## src/rtl/bmem_arbiter_if.sv

```systemverilog
// Signal bundle joining the fetch and data requesters, the arbiter and the backing memory port.
// The arbiter takes the slave view; the requesters and memory together take the master view.
interface bmem_arbiter_if;
    localparam int unsigned ADDR_W = 32;
    localparam int unsigned MASK_W = 4;
    localparam int unsigned DATA_W = 32;
    localparam int unsigned LINE_W = 256;

    logic [ADDR_W-1:0] i_addr;
    logic [MASK_W-1:0] i_rmask;
    logic [LINE_W-1:0] i_rdata;
    logic              i_resp;

    logic [ADDR_W-1:0] d_addr;
    logic [MASK_W-1:0] d_rmask;
    logic [MASK_W-1:0] d_wmask;
    logic [DATA_W-1:0] d_wdata;
    logic [LINE_W-1:0] d_rdata;
    logic              d_resp;

    logic [ADDR_W-1:0] bmem_addr;
    logic [MASK_W-1:0] bmem_rmask;
    logic [MASK_W-1:0] bmem_wmask;
    logic [DATA_W-1:0] bmem_wdata;
    logic [LINE_W-1:0] bmem_rdata;
    logic              bmem_resp;

    logic              busy;

    modport slave (
        input  i_addr, i_rmask,
        output i_rdata, i_resp,
        input  d_addr, d_rmask, d_wmask, d_wdata,
        output d_rdata, d_resp,
        output bmem_addr, bmem_rmask, bmem_wmask, bmem_wdata,
        input  bmem_rdata, bmem_resp,
        output busy
    );

    modport master (
        output i_addr, i_rmask,
        input  i_rdata, i_resp,
        output d_addr, d_rmask, d_wmask, d_wdata,
        input  d_rdata, d_resp,
        input  bmem_addr, bmem_rmask, bmem_wmask, bmem_wdata,
        output bmem_rdata, bmem_resp,
        input  busy
    );
endinterface

```

## src/rtl/bmem_arbiter.sv

```systemverilog
// Two-way arbiter sharing one backing-memory port between instruction fetch and the data unit.
// One transaction in flight; D-priority with a starvation guard, or plain round-robin.
module bmem_arbiter #(
    parameter bit          DATA_PRIORITY = 1'b1,
    parameter int unsigned STARVE_LIMIT  = 4
) (
    input  logic          clk,
    input  logic          rst,
    bmem_arbiter_if.slave bus
);
    localparam int unsigned ADDR_W = 32;
    localparam int unsigned MASK_W = 4;
    localparam int unsigned DATA_W = 32;
    localparam int unsigned CNT_W  = 4;

    typedef enum logic [1:0] {
        IDLE  = 2'd0,
        GNT_I = 2'd1,
        GNT_D = 2'd2
    } state_e;

    typedef struct packed {
        logic [ADDR_W-1:0] addr;
        logic [MASK_W-1:0] rmask;
        logic [MASK_W-1:0] wmask;
        logic [DATA_W-1:0] wdata;
    } req_t;

    state_e           state_q, state_d;
    logic             last_d_q, last_d_d;   // 1 = most recent grant went to D
    logic [CNT_W-1:0] starve_q, starve_d;
    req_t             req_q, req_d;

    logic i_req;
    logic d_req;
    logic grant_i;
    logic grant_d;

    assign i_req = |bus.i_rmask;
    assign d_req = (|bus.d_rmask) | (|bus.d_wmask);

    // Arbitration in IDLE; wait for the downstream completion otherwise.
    always_comb begin
        state_d  = state_q;
        last_d_d = last_d_q;
        starve_d = starve_q;
        req_d    = req_q;
        grant_i  = 1'b0;
        grant_d  = 1'b0;

        unique case (state_q)
            IDLE: begin
                if (i_req && d_req) begin
                    if (DATA_PRIORITY) begin
                        grant_i = (starve_q == CNT_W'(STARVE_LIMIT));
                    end else begin
                        grant_i = last_d_q;
                    end
                    grant_d = ~grant_i;
                end else begin
                    grant_i = i_req;
                    grant_d = d_req;
                end

                if (grant_i) begin
                    state_d     = GNT_I;
                    last_d_d    = 1'b0;
                    starve_d    = '0;
                    req_d.addr  = bus.i_addr;
                    req_d.rmask = bus.i_rmask;
                    req_d.wmask = '0;
                    req_d.wdata = '0;
                end else if (grant_d) begin
                    state_d     = GNT_D;
                    last_d_d    = 1'b1;
                    req_d.addr  = bus.d_addr;
                    req_d.rmask = bus.d_rmask;
                    req_d.wmask = bus.d_wmask;
                    req_d.wdata = (|bus.d_wmask) ? bus.d_wdata : '0;
                    if (i_req && (starve_q != '1)) begin
                        starve_d = starve_q + CNT_W'(1);
                    end
                end
            end
            GNT_I, GNT_D: begin
                // Masks drop with the completion; address and data are kept.
                if (bus.bmem_resp) begin
                    state_d     = IDLE;
                    req_d.rmask = '0;
                    req_d.wmask = '0;
                end
            end
            default: state_d = IDLE;
        endcase
    end

    always_ff @(posedge clk or negedge rst) begin
        if (!rst) begin
            state_q  <= IDLE;
            last_d_q <= 1'b0;
            starve_q <= '0;
            req_q    <= '0;
        end else begin
            state_q  <= state_d;
            last_d_q <= last_d_d;
            starve_q <= starve_d;
            req_q    <= req_d;
        end
    end

    assign bus.bmem_addr  = req_q.addr;
    assign bus.bmem_rmask = req_q.rmask;
    assign bus.bmem_wmask = req_q.wmask;
    assign bus.bmem_wdata = req_q.wdata;
    assign bus.busy       = (state_q != IDLE);

    // Completion is a same-cycle pass-through to whichever port owns the transaction.
    assign bus.i_resp  = (state_q == GNT_I) & bus.bmem_resp;
    assign bus.d_resp  = (state_q == GNT_D) & bus.bmem_resp;
    assign bus.i_rdata = bus.bmem_rdata;
    assign bus.d_rdata = bus.bmem_rdata;
endmodule

```

## src/flat_wrapper.sv

```systemverilog
// flat-port wrapper written by rule: the top's interface ports become plain ports
module bmem_arbiter_flat 
#(
    parameter bit          DATA_PRIORITY = 1'b1,
    parameter int unsigned STARVE_LIMIT  = 4
)
  (clk, rst, bus_i_addr, bus_i_rmask, bus_i_rdata, bus_i_resp, bus_d_addr, bus_d_rmask, bus_d_wmask, bus_d_wdata, bus_d_rdata, bus_d_resp, bus_bmem_addr, bus_bmem_rmask, bus_bmem_wmask, bus_bmem_wdata, bus_bmem_rdata, bus_bmem_resp, bus_busy);
  bmem_arbiter_if bus_i ();
  input  logic clk;
  input  logic rst;
  input wire logic [$bits(bus_i.i_addr)-1:0] bus_i_addr;
  input wire logic [$bits(bus_i.i_rmask)-1:0] bus_i_rmask;
  output wire logic [$bits(bus_i.i_rdata)-1:0] bus_i_rdata;
  output wire logic [$bits(bus_i.i_resp)-1:0] bus_i_resp;
  input wire logic [$bits(bus_i.d_addr)-1:0] bus_d_addr;
  input wire logic [$bits(bus_i.d_rmask)-1:0] bus_d_rmask;
  input wire logic [$bits(bus_i.d_wmask)-1:0] bus_d_wmask;
  input wire logic [$bits(bus_i.d_wdata)-1:0] bus_d_wdata;
  output wire logic [$bits(bus_i.d_rdata)-1:0] bus_d_rdata;
  output wire logic [$bits(bus_i.d_resp)-1:0] bus_d_resp;
  output wire logic [$bits(bus_i.bmem_addr)-1:0] bus_bmem_addr;
  output wire logic [$bits(bus_i.bmem_rmask)-1:0] bus_bmem_rmask;
  output wire logic [$bits(bus_i.bmem_wmask)-1:0] bus_bmem_wmask;
  output wire logic [$bits(bus_i.bmem_wdata)-1:0] bus_bmem_wdata;
  input wire logic [$bits(bus_i.bmem_rdata)-1:0] bus_bmem_rdata;
  input wire logic [$bits(bus_i.bmem_resp)-1:0] bus_bmem_resp;
  output wire logic [$bits(bus_i.busy)-1:0] bus_busy;
  assign bus_i.i_addr = bus_i_addr;
  assign bus_i.i_rmask = bus_i_rmask;
  assign bus_i_rdata = bus_i.i_rdata;
  assign bus_i_resp = bus_i.i_resp;
  assign bus_i.d_addr = bus_d_addr;
  assign bus_i.d_rmask = bus_d_rmask;
  assign bus_i.d_wmask = bus_d_wmask;
  assign bus_i.d_wdata = bus_d_wdata;
  assign bus_d_rdata = bus_i.d_rdata;
  assign bus_d_resp = bus_i.d_resp;
  assign bus_bmem_addr = bus_i.bmem_addr;
  assign bus_bmem_rmask = bus_i.bmem_rmask;
  assign bus_bmem_wmask = bus_i.bmem_wmask;
  assign bus_bmem_wdata = bus_i.bmem_wdata;
  assign bus_i.bmem_rdata = bus_bmem_rdata;
  assign bus_i.bmem_resp = bus_bmem_resp;
  assign bus_busy = bus_i.busy;
  bmem_arbiter #(.DATA_PRIORITY(DATA_PRIORITY), .STARVE_LIMIT(STARVE_LIMIT)) u_core (.clk(clk), .rst(rst), .bus(bus_i));
endmodule
```

## config.mk

```make
export PLATFORM = sky130hd
export DESIGN_NAME = bmem_arbiter_flat
export DESIGN_NICKNAME = d
export VERILOG_FILES = /design/src/rtl/bmem_arbiter_if.sv /design/src/rtl/bmem_arbiter.sv /design/src/flat_wrapper.sv
export SDC_FILE = /design/constraint.sdc
export NUM_CORES = 1
export LEC_CHECK = 0
export CELL_PAD_IN_SITES_DETAIL_PLACEMENT = 0
export CELL_PAD_IN_SITES_GLOBAL_PLACEMENT = 1
export CORE_AREA = 2 2 367 369
export CTS_CLUSTER_DIAMETER = 100
export DETAILED_ROUTE_END_ITERATION = 8
export DIE_AREA = 0 0 369 371
export MAX_ROUTING_LAYER = met4
export PLACE_DENSITY_LB_ADDON = 0.1
export REMOVE_ABC_BUFFERS = 1
export SYNTH_ARGS = -nofsm -noshare
export SYNTH_HDL_FRONTEND = slang
export SYNTH_SLANG_ARGS = --single-unit
```

## constraint.sdc

```tcl
create_clock -name clk -period 2.3 [get_ports clk]
set_clock_uncertainty 0.05 [all_clocks]
set_input_delay 0.23 -clock clk [delete_from_list [all_inputs] [get_ports clk]]
set_output_delay 0.23 -clock clk [all_outputs]
set_load 0.02 [all_outputs]
```

==> impl_metrics.json <==
{
  "overflow": 0,
  "crit_type": "primary input to register",
  "clk_latency_ps": 430,
  "cp_top_family": "buffers and inverters",
  "cp.required_ps": 2610,
  "p_per_area_nw_per_um2": 1230,
  "start_util_pct": 5.49,
  "crit_chain": "clkdlybuf4s50_1 -> or4_4 -> buf_4 -> o31ai_4 -> buf_4 -> buf_12 -> buf_12 -> a22o_1",
  "ios": 954,
  "worst-path-stages": 8,
  "synthCells": 778,
  "drc_errors": 0,
  "vias_per_cell": 2.45,
  "post_drt_wl_per_cell_um": 81.2,
  "ys.flop_type": "dfrtp_1",
  "cts_tree": "yes",
  "finish.net_count": 868,
  "grt_usage_pct": 27.0,
  "swShare_pct": 43.6,
  "drt_iter0_markers": 522,
  "cp-endpoint": "u_core.bus.bmem_wdata[19]",
  "antenna_left": 0,
  "finalSetupViolations": 0,
  "cp_slowest_cell": "or4_4",
  "fin_crit_ps": 2140,
  "fin_crit_sh_pct": 93.2,
  "cts.sinks": 78,
  "cp-end-kind": "register",
  "finalHoldViolCount": 0,
  "power_frac_seq_pct": 24.2,
  "grt_start_max_net_pins": 35,
  "worstPathMaxFanout": 14,
  "first_global_vias": 4823,
  "max-slew-margin-rel_pct": 66.4,
  "cap_violations": 0,
  "critPathArrivalTime_ps": 2460,
  "cts_buffers": 9,
  "r2r-end": "u_core.bus.bmem_rmask[0]",
  "routabilityCongestion": 0.864,
  "core-area_um2": 133000,
  "cp-startpoint": "bus_d_wmask[1]",
  "antenna_found_initial": 5,
  "worstRegToRegCells": 6,
  "fin_setup_tns_ps": 0,
  "finalWirelength_um": 184000,
  "hold_ws_ps": 229,
  "post_cts_buffers": 0,
  "pre_cts_slack_ps": -464,
  "dp_hpwl_um": 171000,
  "p_int_uw": 5720,
  "outcome": "complete, no violations",
  "vias": 5564,
  "yosysUniqueCellTypes": 38,
  "drt-pass1-iter-count": 4,
  "syn_area_per_cell_um2": 9.36,
  "seqCellArea_um2": 1950,
  "fmax_ghz": 0.467,
  "die_x_um": 369,
  "r2r-start": "u_core.state_q[0]",
  "cts.clk_slew.worst_paths_ps": 80,
  "p_comb_share_pct": 58.1,
  "yosysWarnings": 0,
  "htreeDepth": 3,
  "slowest_delay_ps": 580,
  "regToRegSetupSlack_ps": 340,
  "crit_path_start_kind": "primary input",
  "multi_input_area_um2": 1390,
  "rsz0062_at_grt": "false",
  "yosys_register_bits": 78,
  "asyncSetResetFlopFracSynth_pct": 100,
  "grt_pass1_wl_um": 197000,
  "hold_path.class": "primary input to asynchronous set/reset pin",
  "synthToLayoutAreaGrowth_pct": 13.0,
  "ir_worst_vdd_mv": 0.376,
  "clk_path_buf_depth": 2,
  "maxSlewViolCount": 0,
  "die_y_um": 371,
  "fillers": 15600,
  "dieArea_um2": 137000,
  "synth_edf_count": 0,
  "fin_ws_ps": 156,
  "pwr-share-clk_pct": 17.7,
  "netlist_area_um2": 7290,
  "rows": 134,
  "synth_seq_area_share_pct": 26.8,
  "worstMarginPinSlew_ps": 503,
  "layout-drive-gt1-share_pct": 22.0,
  "clockRootBuffer": "clkbuf_16",
  "portBuffers": 185,
  "leakagePower_uw": 0.00261,
  "p_switching_uw": 4430,
  "worstPathBufferInverterCount": 5
}
flip-flops by register name, indices dropped and copies added (netlist names):
register	count
u_core.bus.bmem_addr	32
u_core.bus.bmem_rmask	4
u_core.bus.bmem_wdata	32
u_core.bus.bmem_wmask	4
u_core.starve_q	4
u_core.state_q	2
synth_stat cells (4+ instances only):
cell type    n  area [um^2]
buf_4      513         3850
dfrtp_1     78         1950
a22o_1      39          342
nand2b_1    32          200
o221a_2     32          360
buf_2       10         50.1
a21oi_1      7         35.0
and2_1       6         37.5
ha_1         6         75.1
inv_1        5         18.8
clkbuf_1     4         15.0
nand2_1      4         15.0
worst min-delay path by stage:
stage               startpoint                  endpoint  slack [ps]  cells past startpoint
finish                     rst  u_core.bus.bmem_addr[28]         230                      2
global placement           rst   u_core.bus.bmem_addr[7]         200                      1
detailed placement         rst  u_core.bus.bmem_addr[28]         180                      1
floorplan                  rst   u_core.bus.bmem_addr[0]        -120                      0
CTS                        rst  u_core.bus.bmem_addr[28]         230                      2
global route               rst  u_core.bus.bmem_addr[28]         260                      2
logic make-up (layout without fill, tap and decap cells):
family	after synthesis	after routing	share of synthesized area, %
buffers and inverters	535	257	54.5
AO/OA/AOI/OAI	94	94	12.0
flip-flops	78	78	26.8
AND/OR/NAND/NOR	63	63	5.41
adder cells (fa/ha/maj)	6	6	1.03
multiplexers	2	2	0.292
other	0	5	0
power groups by stage:
stage	Clock (uW)	Sequential, uW	Combinational, uW
final	1800	2460	5900
after floorplan	0	3130	1840
after detailed placement	0	2470	6030
after global routing	1930	2540	6310
after CTS	1920	2460	6050
after global placement	0	2490	6080
final cells by class:
type / count / area share, %
inverter: 5 / 0.228
timing repair buffer: 236 / 28.5
clock buffer: 9 / 2.74
antenna: 5 / 0.152
multi-input combinational: 165 / 16.9
tap: 1768 / 26.9
clock inverter: 7 / 0.988
sequential: 78 / 23.7
cell usage in the layout, fill, tap and decap left out, types with 3 or more instances in the layout:
cell / synthesis / routed
clkdlybuf4s50_1: 0 / 180
dfrtp_1: 78 / 78
buf_4: 513 / 44
a22o_1: 39 / 39
nand2b_1: 32 / 32
o221a_2: 32 / 32
clkbuf_16: 0 / 9
buf_12: 0 / 9
a21oi_1: 7 / 7
and2_1: 6 / 6
ha_1: 6 / 6
diode_2: 0 / 5
inv_1: 5 / 5
nor2_1: 3 / 3
nand2_1: 4 / 3
o21ai_0: 3 / 3
nor3_1: 3 / 3
or3_1: 3 / 3
clkinvlp_4: 0 / 3
metrics by stage:
stage / total power [uW] / cell area (um^2) / utilization, % / instances
global placement: 8570 / 7900 / 5.95 / 2251
floorplan: 4970 / 3340 / - / 248
finish: 10200 / 8230 / 6.20 / 2273
CTS: 10400 / 8220 / 6.19 / 2268
global route: 10800 / 8230 / 6.20 / 2271
detailed placement: 8500 / 7900 / 5.95 / 2251
layer usage:
metal / GRT usage [%] / vias to the layer above / part of all wire [%]
met5: - / - / 0
met4: 16.1 / 0 / 7.7
met3: 31.2 / 196 / 25
met2: 45.7 / 1490 / 49
met1: 13.7 / 2384 / 19
li1: - / 1494 / -
what timing repair did:
item / 4_1_cts / 5_1_grt
setup endpoints to repair: 4 / 15
gates resized for setup: 2 / 1
hold buffers: 1 / 0
hold endpoints to repair: 20 / 0
(Power assumes the default switching activity.)
